[src/rtl/instr_queue.sv]
// In-order fetch->decode instruction FIFO that tracks entries fetched after an
// unresolved branch and squashes them from the tail on a misprediction.
module instr_queue #(
  parameter int DEPTH = 8,
  parameter int WIDTH = 32
) (
  input  logic                       clk_i,
  input  logic                       reset_ni,
  input  logic                       iq_write_i,
  input  logic [WIDTH-1:0]           instr_i,
  input  logic                       issuing_branch_i,
  output logic                       iq_full_o,
  input  logic                       cond_eval_i,
  input  logic                       corr_pred_i,
  input  logic                       deq_i,
  output logic                       valid_o,
  output logic [WIDTH-1:0]           instr_o,
  output logic                       instr_spec_o,
  output logic [$clog2(DEPTH):0]     count_o
);
  localparam int PW = $clog2(DEPTH);
  localparam int CW = PW + 1;
  localparam logic [CW-1:0] FULL_CNT = CW'(DEPTH);

  logic [WIDTH-1:0] mem_q [DEPTH];
  logic [PW-1:0]    rd_ptr_q, rd_ptr_d, wr_ptr_q, wr_ptr_d;
  logic [CW-1:0]    count_q, count_d, young_q, young_d;
  logic             spec_q, spec_d;

  logic             full, empty, head_young, mispredict, resolve_ok, wr_acc, rd_acc;
  logic [CW-1:0]    cnt_rd, young_rd;

  assign full       = (count_q == FULL_CNT);
  assign empty      = (count_q == '0);
  // Young entries always form the tail, so the head is young only when all are.
  assign head_young = spec_q & (young_q == count_q);
  assign mispredict = cond_eval_i & ~corr_pred_i & spec_q;
  assign resolve_ok = cond_eval_i &  corr_pred_i & spec_q;
  assign wr_acc     = iq_write_i & ~full & ~mispredict;
  assign rd_acc     = deq_i & ~empty;

  assign cnt_rd   = count_q - CW'(rd_acc);
  assign young_rd = young_q - CW'(rd_acc & head_young);

  always_comb begin
    rd_ptr_d = rd_ptr_q + PW'(rd_acc);
    wr_ptr_d = wr_ptr_q + PW'(wr_acc);
    count_d  = cnt_rd + CW'(wr_acc);
    spec_d   = spec_q;
    young_d  = young_rd;
    if (mispredict) begin
      // A young entry consumed this cycle belongs to downstream, not the squash.
      wr_ptr_d = wr_ptr_q - young_rd[PW-1:0];
      count_d  = cnt_rd - young_rd;
      spec_d   = 1'b0;
      young_d  = '0;
    end else begin
      if (resolve_ok) begin
        spec_d  = 1'b0;
        young_d = '0;
      end
      if (wr_acc) begin
        if (issuing_branch_i) begin
          spec_d  = 1'b1;
          young_d = '0;
        end else if (spec_d) begin
          young_d = young_d + 1'b1;
        end
      end
    end
  end

  always_ff @(posedge clk_i or negedge reset_ni) begin
    if (!reset_ni) begin
      rd_ptr_q <= '0;
      wr_ptr_q <= '0;
      count_q  <= '0;
      young_q  <= '0;
      spec_q   <= 1'b0;
    end else begin
      rd_ptr_q <= rd_ptr_d;
      wr_ptr_q <= wr_ptr_d;
      count_q  <= count_d;
      young_q  <= young_d;
      spec_q   <= spec_d;
    end
  end

  always_ff @(posedge clk_i) begin
    if (wr_acc) mem_q[wr_ptr_q] <= instr_i;
  end

  assign valid_o      = ~empty;
  assign instr_o      = empty ? '0 : mem_q[rd_ptr_q];
  assign instr_spec_o = ~empty & head_young;
  assign iq_full_o    = full;
  assign count_o      = count_q;
endmodule
[config.mk]
export PLATFORM = sky130hd
export DESIGN_NAME = instr_queue
export DESIGN_NICKNAME = d
export VERILOG_FILES = /design/src/rtl/instr_queue.sv
export SDC_FILE = /design/constraint.sdc
export NUM_CORES = 1
export LEC_CHECK = 0
export CORE_MARGIN = 5
export CORE_UTILIZATION = 45
export DETAILED_ROUTE_END_ITERATION = 16
export SETUP_SLACK_MARGIN = 0.5
export SLEW_MARGIN = 20
export SYNTH_ARGS = -nofsm -noshare
export SYNTH_HDL_FRONTEND = slang
export SYNTH_SLANG_ARGS = --single-unit
export TNS_END_PERCENT = 20
[constraint.sdc]
create_clock -name clk_i -period 7.4 [get_ports clk_i]
set_input_delay 1.48 -clock clk_i [delete_from_list [all_inputs] [get_ports clk_i]]
set_output_delay 1.48 -clock clk_i [all_outputs]
set_load 0.005 [all_outputs]
==> results.toml, run 1 <==
[drt]
routed_wl_um = 21200
final_antenna_net_count = 0
wl_per_cell_um = 22.1
vias = 5141
drt_iter0_drc = 368
drc = 0
viasPerCell = 5.36
drtPass1Iterations = 4

[sta]
final_max_slew_viol_count = 0
setup_violations = 0
fin_tns_setup_ns = 0
postLayoutSetupSlackWorst_ns = 2.40
timing.slew.headroom_pct = 33.3
fin_worst_skew_ns = 0.0121
fin_crit_sh_pct = 67.6
timing.hold.ws_ns = 0.681
fmax_mhz = 200
fin_crit_ns = 5.00
rsz0062_at_grt = "false"
tightest_slew_ns = 0.993
hold_viol_final = 0

[logic_synthesis]
avgSynthCellArea_um2 = 20.9
yosysMostFrequentCell = "edfxtp_1"
synthArstFlopShare_pct = 5.54
yosysTopAreaCellShare_pct = 71.2
ys_types = 34
ys_top_cells_by_count = "256 x edfxtp_1, 64 x mux4_2, 43 x nor2_1, 32 x mux2i_1, 15 x dfrtp_1"
yosysWarnings = 0
synth_area_um2 = 10800
synth.net_count = 568
ys_seq_area_share_pct = 74.7
ys_top_cells_by_area = "edfxtp_1 71%, mux4_2 13%, dfrtp_1 3.5%, mux2i_1 3.0%, nor2_1 1.5%"
synth_top_area_cell = "edfxtp_1"
synth_edf_count = 256
synthCells = 516
synthFlopType = "edfxtp_1"
ys_seq_elements = 271

[floorplanning]
io_pins = 78
start_util_pct = 45.9
core_um2 = 23500
die_x_um = 165
die_y_um = 165
die_area_um2 = 27200
rows = 56

[power]
peakVddDrop_v = 0.000191
p_comb_share_pct = 29.9
power_leakage_nw = 4.33
p_clk_share_pct = 26.9
power.share.switching_pct = 28.4
power_mw = 5.07
power_density_nw_per_um2 = 393
pwr-share-seq_pct = 43.2
p_int_mw = 3.63
switchingPower_mw = 1.44

[critical_path]
cp-end-kind = "output pin"
crit_path_max_incr_delay_ns = 1.00
startpoint_type = "flop"
crit_slowest_cell = "dfrtp_4"
path_cells = "buf_4 > mux4_2 > mux2i_1 > nor2_1 > clkdlybuf4s50_1"
crit_required_ns = 5.92
timing.rr.start = "count_o[2]"
path_buf_inv = 2
crit_arrival_ns = 3.52
cpLargestDelayFamily = "buffers and inverters"
r2r-end = "count_o[3]"
critPathKind = "flop to output pin"
cp_max_fo = 43
reg2reg_depth = 12
reg2reg_setup_slack_ns = 3.36

[hold_path]
hold_class = "flop to flop"
worstHoldEndpoint = "spec_q"
min_from = "spec_q"
holdPathStages = 2

[cts]
clock_sinks = 271
clk_pin_slew_ns = 0.06
clockBufferDepth = 3
cts_inserted_buffers = 29
cts-root-buf = "clkbuf_16"
clock_latency_ns = 0.53
ctsResizeCount = 0
cts_tree = "yes"
htree_levels = 1
hold_buffers = 0
post-cts-setup-buffer-count = 0

[global_routing]
grt_pass1_vias = 5695
grt_use_total_pct = 16.1
antenna_found_initial = 0
overflow = 0
grt_pass1_wl_um = 32800
grt_max_degree = 66

[placement]
place_hpwl_um = 12400
port_buffers = 77
pre_cts_ws_ns = 2.86
gp_congestion = 0.715

[status]
outcome = "complete, no violations"

[job]
drv_cap = 0

[cells_and_area]
final_util_pct = 54.8
drive_gt1_share_pct = 21.3
antennaDiodeCount = 0
nNetsFinal = 670
syn_to_final_growth_pct = 19.4
## how the worst max path moves through the flow
stage                      startpoint           to  slack, ns  depth (start not counted)
after global placement    rd_ptr_q[1]  instr_o[29]       2.88                          5
after floorplan           corr_pred_i  mem_q[0][0]       1.83                          4
final                     rd_ptr_q[1]  instr_o[29]       2.40                          5
after detailed placement  rd_ptr_q[1]  instr_o[29]       2.86                          5
after global routing      rd_ptr_q[1]  instr_o[29]       2.10                          5
after CTS                 rd_ptr_q[1]  instr_o[29]       2.28                          5
## flip-flops by register name (all words and copies together) (netlist names)
name	flops
young_q	4
wr_ptr_q	3
rd_ptr_q	3
spec_q	1
count_o	4
mem_q	256
## routing by layer
| metal | wire length [µm] | share of wire [%] | GRT usage (%) |
|---|---|---|---|
| met5 | 0 | 0 | 0 |
| met4 | 289 | 1.4 | 3.33 |
| met2 | 10900 | 51 | 27.8 |
| met3 | 890 | 4.2 | 2.50 |
| met1 | 9150 | 43 | 21.9 |
## worst register-to-register path, cell delays in order (launching register included)
cell     delay (ns)
dfrtp_1        0.51
nor4_4         0.91
buf_4          0.51
nor4_1         0.13
and2_1         0.17
ha_1           0.19
ha_1           0.33
o21a_1         0.28
ha_1           0.30
a21o_1         0.18
a21oi_1        0.16
xnor2_1        0.15
xnor2_1        0.14
## power by group through the flow
stage	logic, mW	registers, mW	clock network, mW
after detailed placement	1.55	2.23	0
after global placement	1.52	2.22	0
after global routing	1.67	2.23	1.46
after floorplan	1.07	2.03	0
final	1.51	2.19	1.36
after CTS	1.56	2.20	1.39
## cells in the final DEF, fill, tap and decap left out, types with 10 or more instances in the layout
cell type	netlist	layout
edfxtp_1	256	256
clkdlybuf4s50_1	0	77
mux4_2	64	64
nor2_1	43	40
mux2i_1	32	32
clkbuf_16	0	29
buf_4	0	16
inv_1	13	13
dfrtp_1	15	12
ha_1	11	11
clkinv_1	0	11
xnor2_1	10	10
## stage by stage
| stage | area (µm²) | std cells |
|---|---|---|
| 2_1_floorplan | 10800 | 516 |
| 3_3_place_gp | 12000 | 906 |
| 3_5_place_dp | 12000 | 906 |
| 4_1_cts | 12900 | 959 |
| 5_1_grt | 12900 | 959 |
| 6_report | 12900 | 959 |
## area by class of cell
cell class / count / area (µm²)
Multi-Input combinational cell: 210 / 2580
Inverter: 13 / 48.8
Clock buffer: 33 / 741
Timing Repair Buffer: 93 / 891
Tap cell: 319 / 399
Clock inverter: 20 / 165
Sequential cell: 271 / 8070
Fill cell: 1877 / 10600
## cells by family after synthesis
| kind of cell | Yosys count | synth area share, % |
|---|---|---|
| AOI/OAI and AO/OA | 9 | 0.602 |
| xor gates and xnor gates | 16 | 1.30 |
| DFF | 271 | 74.7 |
| and+or+nand+nor | 76 | 3.61 |
| muxes | 96 | 16.3 |
| buffers and inverters | 35 | 1.88 |
| adders and majority gates | 13 | 1.65 |
No activity file was read; power rests on OpenSTA's default activity.
==> run 2, diff against run 1 <==
clock period = 5.13 ns   (was 7.4 ns; I/O delays follow)
==> run 2 against run 1 <==
Clock-buffer cell count is 8 higher; critical endpoint is now instr_o[4]; final area is 0.51% higher; critical path type unchanged; clock skew is 0.0039 ns lower; clock power is 37% higher; sequential power is 42% higher; non-clock buffer count is 2 higher; highest routed layer unchanged; cell count stayed put.
==> results.toml, run 2 (synthesis results as in run 1) <==
[drt]
viasPerCell = 5.34
drtPass1Iterations = 4
vias = 5123
wl_per_cell_um = 22.4
routed_wl_um = 21500
drt_iter0_drc = 299
drc = 0
final_antenna_net_count = 0

[critical_path]
reg2reg_depth = 12
critPathKind = "flop to output pin"
reg2reg_setup_slack_ns = 1.74
crit_arrival_ns = 3.05
setup.worst_path.start = "rd_ptr_q[2]"
timing.rr.start = "count_o[2]"
endpoint = "instr_o[4]"
startpoint_type = "flop"
r2r-end = "count_o[3]"
crit_required_ns = 4.10
cp-end-kind = "output pin"
cp_max_fo = 38

[power]
p_comb_share_pct = 31.6
pwr-share-seq_pct = 42.9
power_density_nw_per_um2 = 561
peakVddDrop_v = 0.000380
power.share.switching_pct = 28.7
p_int_mw = 5.18
power_leakage_nw = 4.34
p_clk_share_pct = 25.5
switchingPower_mw = 2.09

[placement]
port_buffers = 77
gp_congestion = 0.755
place_area_um2 = 12100
place_hpwl_um = 12600
dp_cells = 906

[cts]
cts_inserted_buffers = 28
cts_tree = "yes"
clock_sinks = 271
hold_buffers = 0
cts-root-buf = "clkbuf_16"
clk_pin_slew_ns = 0.06
post-cts-setup-buffer-count = 0
clockBufferDepth = 3
htree_levels = 1
clock_latency_ns = 0.52
ctsResizeCount = 0

[sta]
fmax_mhz = 245
fin_worst_skew_ns = 0.00817
fin_tns_setup_ns = 0
hold_viol_final = 0
timing.slew.headroom_pct = 30.4
rsz0062_at_grt = "false"
tightest_slew_ns = 1.04
fin_crit_sh_pct = 79.5
fin_crit_ns = 4.08
setup_violations = 0
final_max_slew_viol_count = 0

[floorplanning]
io_pins = 78
core_um2 = 23500
die_area_um2 = 27200
rows = 56
die_x_um = 165
start_util_pct = 45.9
die_y_um = 165

[cells_and_area]
fin_cells = 959
syn_to_final_growth_pct = 20.1
nNetsFinal = 671
top_register = "mem_q"
antennaDiodeCount = 0
largest_reg_flops = 256
nFillCells = 1837
drive_gt1_share_pct = 21.4
design_area_um2 = 13000
final_common_cell = "edfxtp_1"
final_cell_mix = "256 x edfxtp_1, 77 x clkdlybuf4s50_1, 64 x mux4_2"

[global_routing]
grt_pass1_vias = 5640
grt_max_degree = 49
grt_use_total_pct = 16.3
antenna_found_initial = 0
grt_pass1_wl_um = 33300
overflow = 0

[status]
outcome = "complete, no violations"

[hold_path]
hold_class = "flop to flop"
holdPathStages = 2
min_from = "spec_q"

[job]
drv_cap = 0
run 2: cell types whose count changed in the layout (fill, tap and decap cells not counted), sizes merged:
cell and delta:
buf +2, bufinv -3, clkbuf +8, clkinv -7, clkinvlp +1, inv -1
run 2: metrics by stage:
step | utilization, % | total power [mW] | hold WS (ns) | worst slack [ns]
final | 55.1 | 7.27 | 0.692 | 1.05
after global routing | 55.1 | 7.66 | 0.717 | 0.890
after CTS | 54.9 | 7.39 | 0.675 | 0.779
after detailed placement | 51.3 | 5.52 | 0.665 | 1.36
after global placement | 51.0 | 5.44 | 0.639 | 1.37
after floorplan | - | 4.47 | 0.477 | 0.844
run 2: how the worst min path moves through the flow:
stage,endpoint,slack [ns]
finish,spec_q,0.69
global route,spec_q,0.72
CTS,spec_q,0.68
detailed placement,spec_q,0.66
global placement,spec_q,0.64
floorplan,rd_ptr_q[0],0.48
run 2: power groups by stage:
stage          combinational, mW  sequential, mW  clock [mW]
2_1_floorplan               1.55            2.92           0
6_report                    2.30            3.12        1.86
3_3_place_gp                2.21            3.22           0
5_1_grt                     2.50            3.16        2.00
3_5_place_dp                2.27            3.25           0
4_1_cts                     2.28            3.20        1.90
run 2: critical path, stage by stage, from the launching register on:
cell and delay [ns]:
dfrtp_2 1.06, buf_4 0.41, mux4_2 0.34, mux2i_1 0.21, nor2_1 0.06, clkdlybuf4s50_1 0.46
run 2: final cells by class:
| class | instances | area [µm²] | share of cell area [%] |
|---|---|---|---|
| Sequential cell | 271 | 8070 | 62.3 |
| Clock buffer | 41 | 801 | 6.18 |
| Inverter | 13 | 48.8 | 0.376 |
| Multi-Input combinational cell | 210 | 2590 | 20.0 |
| Timing Repair Buffer | 95 | 1010 | 7.77 |
| Tap cell | 319 | 399 | 3.08 |
| Clock inverter | 10 | 46.3 | 0.357 |
run 2: layer usage:
layer | wire [µm] | GRT usage [%] | vias up
met2 | 11200 | 28.3 | 107
met3 | 873 | 2.35 | 36
met5 | 0 | 0 | -
met4 | 414 | 3.48 | 0
met1 | 9030 | 22.1 | 2695
li1 | - | - | 2285
